[src/rtl/mma8452q_i2c_target.sv]
// I2C target that emulates the MMA8452Q register interface.
// Ports:
//   clk, rst         - system clock (>= 16x SCL), async active-high reset
//   scl_in, sda_in   - raw bus lines, asynchronous to clk
//   sda_oe           - 1 pulls SDA low (open drain, never driven high)
//   smp_valid, smp_* - one-cycle strobe with signed 12-bit X/Y/Z samples
//   ctrl_reg1/2      - contents of registers 0x2A / 0x2B
//   busy             - high while the bus FSM is not IDLE
module mma8452q_i2c_target #(
  parameter logic [6:0] DEV_ADDR     = 7'h1D,
  parameter logic [7:0] WHO_AM_I_VAL = 8'h2A
) (
  input  logic               clk,
  input  logic               rst,
  input  logic               scl_in,
  input  logic               sda_in,
  output logic               sda_oe,
  input  logic               smp_valid,
  input  logic signed [11:0] smp_x,
  input  logic signed [11:0] smp_y,
  input  logic signed [11:0] smp_z,
  output logic [7:0]         ctrl_reg1,
  output logic [7:0]         ctrl_reg2,
  output logic               busy
);

  localparam int unsigned NREG = 64;
  localparam int unsigned SW   = 12;

  typedef enum logic [3:0] {
    S_IDLE, S_ADDR, S_IGNORE, S_ADDR_ACK, S_PTR, S_PTR_ACK,
    S_WR_DATA, S_WR_ACK, S_RD_DATA, S_RD_ACK
  } state_t;

  state_t          state_q, state_d;
  logic [2:0]      scl_sync_q, scl_sync_d, sda_sync_q, sda_sync_d;
  logic [2:0]      bit_cnt_q, bit_cnt_d;
  logic [7:0]      sh_q, sh_d;
  logic [5:0]      ptr_q, ptr_d;
  logic            rw_q, rw_d, ack_ph_q, ack_ph_d;
  logic            sda_oe_q, sda_oe_d, busy_q, busy_d;
  logic [7:0]      regs_q [NREG];
  logic [7:0]      regs_d [NREG];
  logic [SW-1:0]   stg_x_q, stg_x_d, stg_y_q, stg_y_d, stg_z_q, stg_z_d;
  logic            pend_q, pend_d;

  // Synchronised levels ([1]) and one-cycle history ([2]) for edge detection
  logic scl_rise_c, scl_fall_c, start_c, stop_c, sda_c, last_bit_c;
  logic [7:0] byte_c;

  assign scl_sync_d = {scl_sync_q[1:0], scl_in};
  assign sda_sync_d = {sda_sync_q[1:0], sda_in};
  assign sda_c      = sda_sync_q[1];
  assign scl_rise_c = scl_sync_q[1] & ~scl_sync_q[2];
  assign scl_fall_c = ~scl_sync_q[1] & scl_sync_q[2];
  assign start_c    = scl_sync_q[1] & scl_sync_q[2] & sda_sync_q[2] & ~sda_c;
  assign stop_c     = scl_sync_q[1] & scl_sync_q[2] & ~sda_sync_q[2] & sda_c;
  assign byte_c     = {sh_q[6:0], sda_c};
  assign last_bit_c = (bit_cnt_q == 3'd7);

  // Bus FSM, register file and sample staging
  always_comb begin
    state_d   = state_q;
    bit_cnt_d = bit_cnt_q;
    sh_d      = sh_q;
    ptr_d     = ptr_q;
    rw_d      = rw_q;
    ack_ph_d  = ack_ph_q;
    sda_oe_d  = sda_oe_q;
    regs_d    = regs_q;
    stg_x_d   = stg_x_q;
    stg_y_d   = stg_y_q;
    stg_z_d   = stg_z_q;
    pend_d    = pend_q;

    if (start_c) begin
      state_d   = S_ADDR;
      bit_cnt_d = 3'd0;
      ack_ph_d  = 1'b0;
      sda_oe_d  = 1'b0;
    end else if (stop_c) begin
      state_d   = S_IDLE;
      bit_cnt_d = 3'd0;
      ack_ph_d  = 1'b0;
      sda_oe_d  = 1'b0;
    end else begin
      unique case (state_q)
        S_ADDR, S_PTR, S_WR_DATA: begin
          if (scl_rise_c) begin
            sh_d      = byte_c;
            bit_cnt_d = bit_cnt_q + 3'd1;
            if (last_bit_c) begin
              if (state_q == S_ADDR) begin
                rw_d    = byte_c[0];
                state_d = (byte_c[7:1] == DEV_ADDR) ? S_ADDR_ACK : S_IGNORE;
              end else if (state_q == S_PTR) begin
                ptr_d   = byte_c[5:0];
                state_d = S_PTR_ACK;
              end else begin
                // Status, sample and ID registers silently drop writes
                if (ptr_q > 6'h06 && ptr_q != 6'h0D) regs_d[ptr_q] = byte_c;
                ptr_d   = ptr_q + 6'd1;
                state_d = S_WR_ACK;
              end
            end
          end
        end
        S_ADDR_ACK, S_PTR_ACK, S_WR_ACK: begin
          // First SCL fall grabs SDA, the next one releases it
          if (scl_fall_c) begin
            if (!ack_ph_q) begin
              sda_oe_d = 1'b1;
              ack_ph_d = 1'b1;
            end else begin
              ack_ph_d  = 1'b0;
              sda_oe_d  = 1'b0;
              bit_cnt_d = 3'd0;
              if (state_q == S_ADDR_ACK && rw_q) begin
                sh_d     = regs_q[ptr_q];
                sda_oe_d = ~regs_q[ptr_q][7];
                state_d  = S_RD_DATA;
              end else if (state_q == S_ADDR_ACK) begin
                state_d = S_PTR;
              end else begin
                state_d = S_WR_DATA;
              end
            end
          end
        end
        S_RD_DATA: begin
          if (scl_rise_c) begin
            bit_cnt_d = bit_cnt_q + 3'd1;
            if (last_bit_c) begin
              if (ptr_q == 6'h06) begin
                regs_d[0][7] = 1'b0;
                regs_d[0][3] = 1'b0;
              end
              ptr_d   = ptr_q + 6'd1;
              state_d = S_RD_ACK;
            end
          end else if (scl_fall_c && bit_cnt_q != 3'd0) begin
            sh_d     = {sh_q[6:0], 1'b0};
            sda_oe_d = ~sh_q[6];
          end
        end
        S_RD_ACK: begin
          if (scl_rise_c) begin
            if (sda_c) state_d = S_IGNORE;
            else       ack_ph_d = 1'b1;
          end else if (scl_fall_c) begin
            sda_oe_d = 1'b0;
            if (ack_ph_q) begin
              ack_ph_d  = 1'b0;
              bit_cnt_d = 3'd0;
              sh_d      = regs_q[ptr_q];
              sda_oe_d  = ~regs_q[ptr_q][7];
              state_d   = S_RD_DATA;
            end
          end
        end
        default: ;
      endcase
    end

    // Publish a staged sample only between transactions; copy beats clear
    if (pend_q && (state_q == S_IDLE || state_q == S_IGNORE)) begin
      regs_d[1]    = stg_x_q[11:4];
      regs_d[2]    = {stg_x_q[3:0], 4'h0};
      regs_d[3]    = stg_y_q[11:4];
      regs_d[4]    = {stg_y_q[3:0], 4'h0};
      regs_d[5]    = stg_z_q[11:4];
      regs_d[6]    = {stg_z_q[3:0], 4'h0};
      regs_d[0][3] = 1'b1;
      regs_d[0][7] = regs_q[0][7] | regs_q[0][3];
      pend_d       = 1'b0;
    end
    if (smp_valid) begin
      stg_x_d = $unsigned(smp_x);
      stg_y_d = $unsigned(smp_y);
      stg_z_d = $unsigned(smp_z);
      pend_d  = 1'b1;
    end
  end

  assign busy_d = (state_d != S_IDLE);

  // State and datapath registers
  always_ff @(posedge clk or posedge rst) begin
    if (rst) begin
      state_q    <= S_IDLE;
      scl_sync_q <= 3'b111;
      sda_sync_q <= 3'b111;
      bit_cnt_q  <= 3'd0;
      sh_q       <= 8'h00;
      ptr_q      <= 6'd0;
      rw_q       <= 1'b0;
      ack_ph_q   <= 1'b0;
      sda_oe_q   <= 1'b0;
      busy_q     <= 1'b0;
      stg_x_q    <= '0;
      stg_y_q    <= '0;
      stg_z_q    <= '0;
      pend_q     <= 1'b0;
      for (int i = 0; i < NREG; i++) regs_q[i] <= (i == 13) ? WHO_AM_I_VAL : 8'h00;
    end else begin
      state_q    <= state_d;
      scl_sync_q <= scl_sync_d;
      sda_sync_q <= sda_sync_d;
      bit_cnt_q  <= bit_cnt_d;
      sh_q       <= sh_d;
      ptr_q      <= ptr_d;
      rw_q       <= rw_d;
      ack_ph_q   <= ack_ph_d;
      sda_oe_q   <= sda_oe_d;
      busy_q     <= busy_d;
      stg_x_q    <= stg_x_d;
      stg_y_q    <= stg_y_d;
      stg_z_q    <= stg_z_d;
      pend_q     <= pend_d;
      for (int i = 0; i < NREG; i++) regs_q[i] <= regs_d[i];
    end
  end

  assign sda_oe    = sda_oe_q;
  assign busy      = busy_q;
  assign ctrl_reg1 = regs_q[42];
  assign ctrl_reg2 = regs_q[43];

endmodule

[config.mk]
export PLATFORM = sky130hd
export DESIGN_NAME = mma8452q_i2c_target
export DESIGN_NICKNAME = d
export VERILOG_FILES = /design/src/rtl/mma8452q_i2c_target.sv
export SDC_FILE = /design/constraint.sdc
export NUM_CORES = 1
export LEC_CHECK = 0
export CAP_MARGIN = 20
export CORE_ASPECT_RATIO = 2
export CORE_UTILIZATION = 30
export CTS_BUF_LIST = sky130_fd_sc_hd__clkbuf_2
export CTS_CLUSTER_DIAMETER = 200
export CTS_CLUSTER_SIZE = 16
export DETAILED_ROUTE_END_ITERATION = 16
export PLACE_DENSITY_LB_ADDON = 0.12
export SKIP_LAST_GASP = 1
export SYNTH_ARGS = -nofsm -noshare
export SYNTH_HDL_FRONTEND = slang
export SYNTH_SLANG_ARGS = --single-unit
[constraint.sdc]
create_clock -name clk -period 17.3 [get_ports clk]
set_input_delay 1.73 -clock clk [delete_from_list [all_inputs] [get_ports clk]]
set_output_delay 1.73 -clock clk [all_outputs]
set_load 0.02 [all_outputs]
# == After elaboration in Yosys (flattened, before gate mapping) ==
# Index checks and enable logic that the tools add are counted.
# Widths: inputs -> output; s select.
# totals
inputBits,41
regBits,579
word_cells,267
# classes
n_addsub,2
n_bitwise,19
order_cmp,3
n_eq_ne,46
n_reduce_logical,32
mux,86
# ops
cell,count
$mux 512,7
$bwmux 512,1
$mux 507,1
$mux 7,9
$mux 4,13
$bmux 8 s6,1
$demux 8 s6,1
$mux 48,1
$mux 6,6
$pmux 7 s4,1
$ne 2x2->1 const B,13
$mux 1,25
$mux 3,8
$mux 8,3
$ne 3x3->1 const B,8
$reduce_and 8->1,3
$ne 4x4->1 const B,5
$eq 4x3->1 const B,4
$pmux 4 s4,1
$pmux 6 s2,1
$reduce_and 12->1,1
$reduce_and 6->1,2
$reduce_bool 2->1,6
$reduce_bool 4->1,3
other kinds (33),64

# == Depth between registers and ports, before layout ==
# logic_depth
depth_word,15
depth_mapped,13

# == Worst setup path after synthesis ==
# OpenSTA, ideal clock, no wires.
# synth_path
path_type,in2reg
startpoint,input smp_valid
endpoint,register stg_x_q[10]
t_arrival_ps,2758
slack_ps,14417
n_path_buf,2
cell_stages,3
setup_time_ps,125
path_cell_list,clkbuf_1 -> clkbuf_1 -> mux2_2
# synth_rtl
element,line_no,source
from (decl),18,"input logic smp_valid,"
to (signal assigned),216,stg_x_q <= stg_x_d;
to (decl),44,"logic [SW-1:0] stg_x_q, stg_x_d, stg_y_q, stg_y_d, stg_z_q, stg_z_d;"
# No word-level cell between the ends.

# == Worst setup path in the final report ==
# layout_path
startpoint,register ptr_q[2]
endpoint,register sh_q[2]
# layout_via
elab_chain_len,8
word_cells_on_any_way,11
cone_classes,mux (10); bitwise (1)
# layout_rtl
element,line_no,source
from (decl),39,"logic [5:0] ptr_q, ptr_d;"
from (signal assigned),211,ptr_q <= ptr_d;
$not 6->7 (implied by the code) (*),"119, 155",
$bmux 8 s6 (*),"119, 155",
$mux 8 (*) (2 in a row),n/a,
$mux 7 (on tied branches),"152, 118",
$mux 7 (on tied branches),"150, 111",
$mux 7 (on tied branches),"147, 110",
$pmux 7 s4 (*),87,unique case (state_q)
to (signal assigned),194,sh_q <= 8'h00;
to (signal assigned),210,sh_q <= sh_d;
to (decl),38,"logic [7:0] sh_q, sh_d;"
# Mark *: on every way between the ends. The rest lies on a longest branch, timed or not. The select of a mux whose other input is x is not followed.
# A chain may end at the register's enable or synchronous reset.

==> results.json <==
{
  "r2r_cells": 8,
  "tns_ns": 0,
  "wl_um": 87600,
  "fmax_mhz": 222,
  "overflow": 0,
  "arrival_ns": 5.64,
  "die_y_um": 428,
  "hold_class": "reg -> reg",
  "hold_start": "sda_sync_q[0]",
  "hold_viol_final": 0,
  "finalSetupViolations": 0,
  "dp_hpwl_um": 57300,
  "netlist_area_um2": 27200,
  "ios": 59,
  "synth-seq-area-share_pct": 53.3,
  "cp-start-kind": "flip-flop",
  "synth_ff_type": "dfrtp_1",
  "dr.pass1.iters": 5,
  "synthDominantCellAreaShare_pct": 52.5,
  "cts_buffers": 42,
  "die_x_um": 215,
  "endpoint_kind": "flip-flop",
  "synth_nets": 2228,
  "synth_top_area_cell": "dfrtp_1",
  "outcome": "complete, no violations",
  "post-route-min-period_ns": 4.51,
  "cts-htree-levels": 2,
  "crit_path_max_fanout": 115,
  "r2r_end": "sh_q[2]",
  "cts_hold_buffers": 0,
  "clockRootBuffer": "clkbuf_2",
  "post-route-period-util_pct": 26.1,
  "crit_type": "reg -> reg",
  "synth-edff-count": 0,
  "core_um2": 89400,
  "drv_cap": 0,
  "grt_pass1_wl_um": 131000,
  "fin_nets": 2173,
  "rsz0062_at_grt": "false",
  "grt_max_degree": 171,
  "clk_latency_ns": 1.22,
  "routedWlPerCell_um": 26.3,
  "avgSynthCellArea_um2": 12.5,
  "cts.path.max_buffers": 3,
  "grt_pass1_vias": 18600,
  "initial_utilization_pct": 30.4,
  "clock-sinks": 579,
  "rows": 155,
  "max_slew_margin_pct": 29.7,
  "ys_warn_count": 0,
  "grt_use_total_pct": 19.3,
  "place_congestion": 0.836,
  "netlist_instances": 2178,
  "clk_pin_slew_ns": 0.35,
  "seq_area_um2": 14500,
  "power.density_nw_per_um2": 78.5,
  "peakVddDrop_v": 0.0000712,
  "yosys-top-cells-count": "dfrtp_1, mux2_2, nand2_1",
  "synth.distinct_cells": 69,
  "fillers": 8917,
  "min_to": "sda_sync_q[1]",
  "reg2reg_setup_slack_ns": 12.79,
  "fin_worst_skew_ns": 0.116,
  "vias": 17600,
  "post_cts_buffers": 0,
  "drive_gt1_share_pct": 32.7,
  "async_flop_share_pct": 100,
  "multi_input_area_um2": 11800,
  "worstPathRequired_ns": 18.42,
  "ctsResizeCount": 0,
  "antenna_found_initial": 2,
  "drv_slew": 0,
  "hold_slack_ns": 0.381,
  "die_area_um2": 91900,
  "ys_seq_elements": 579,
  "min_path_cells": 0,
  "synthMostInstantiatedCell": "dfrtp_1",
  "portBuffers": 58,
  "max_slew.worst_pin.slew_ns": 1.06,
  "final_antenna_net_count": 0,
  "drc_errors": 0,
  "p_leak_nw": 12.8,
  "ys_top_cells_by_area": "dfrtp_1, mux2_2, mux2i_1",
  "cts_tree": "yes",
  "vias_per_cell": 5.28,
  "syn_to_final_growth_pct": 7.13,
  "startpoint": "ptr_q[2]",
  "drtIter0Drc": 872,
  "r2r_start": "ptr_q[2]"
}
-- routing by layer --
metal	global-route usage [%]	up-vias	wire length, µm
li1	-	7827	-
met1	21.7	9329	33900
met2	36.9	305	48300
met3	2.05	118	2270
met4	7.19	0	3180
met5	0	-	0
-- power breakdown --
group          leakage (nW)  internal [mW]  switching [mW]  total (mW)
sequential             7.88           1.39          0.0278        1.42
combinational          4.67         0.0594           0.248       0.307
clock                 0.289         0.0997           0.458       0.557
-- cell type report --
class                           count  area share [%]
Antenna cell                        4          0.0344
Clock buffer                       67            1.15
Timing Repair Buffer               95            3.07
Sequential cell                   579            49.9
Clock inverter                      2          0.0688
Tap cell                         1177            5.06
Inverter                           22           0.297
Multi-Input combinational cell   1383            40.5
-- sequential cells by signal, indices dropped and copies added, names as in the netlist --
signal and cells:
bit_cnt_q 3, stg_z_q 12, sda_sync_q 3, ack_ph_q 1, busy 1, regs_q 496
sh_q 7, sda_oe 1, ctrl_reg2 8, stg_y_q 12, pend_q 1, state_q 4
rw_q 1, stg_x_q 12, ptr_q 6, ctrl_reg1 8, scl_sync_q 3
-- worst max path at each step --
stage          endpoint  depth (start not counted)
2_1_floorplan  ack_ph_q                          1
3_3_place_gp    sh_q[5]                          4
3_5_place_dp    sh_q[5]                          4
4_1_cts         sh_q[2]                          8
5_1_grt         sh_q[2]                          8
6_report        sh_q[2]                          8
-- critical path, cell delays in order, from the launching register on --
cell	delay [ns]
dfrtp_4	0.81
buf_4	0.67
buf_12	0.62
mux2i_1	0.34
o22ai_1	0.26
o31ai_1	0.72
o211ai_1	0.34
nor4_1	0.35
o31ai_1	0.12
-- logic make-up (layout without fill, tap and decap cells) --
kind of cell	Yosys count	after routing	synth area share (%)
flops	579	579	53.3
xor+xnor	1	1	0.0322
simple gates	375	375	6.99
mux	638	638	26.2
other cells	0	4	0
buf+inv	216	186	3.42
compound gates	360	360	9.60
fa+ha+maj	9	9	0.414
-- metrics by stage --
step	power [mW]	util [%]	std cells	area, µm²	setup slack [ns]
2_1_floorplan	1.61	-	2178	27200	7.69
4_1_cts	2.34	32.6	3325	29100	12.63
5_1_grt	2.40	32.6	3327	29100	12.68
6_report	2.29	32.6	3329	29100	12.79
3_3_place_gp	1.76	32.1	3255	28700	12.56
3_5_place_dp	1.76	32.2	3256	28800	12.48
-- layout by cell type, fill, tap and decap left out, types with 40 or more instances in the layout --
master           instances
a21oi_1                 40
clkbuf_2                67
mux2i_1                124
a221oi_1                48
nand2_1                168
dfrtp_1                560
mux2_2                 486
o22ai_1                 62
o21ai_0                 49
clkdlybuf4s50_1         57
Power figures use the tool's default switching activity.
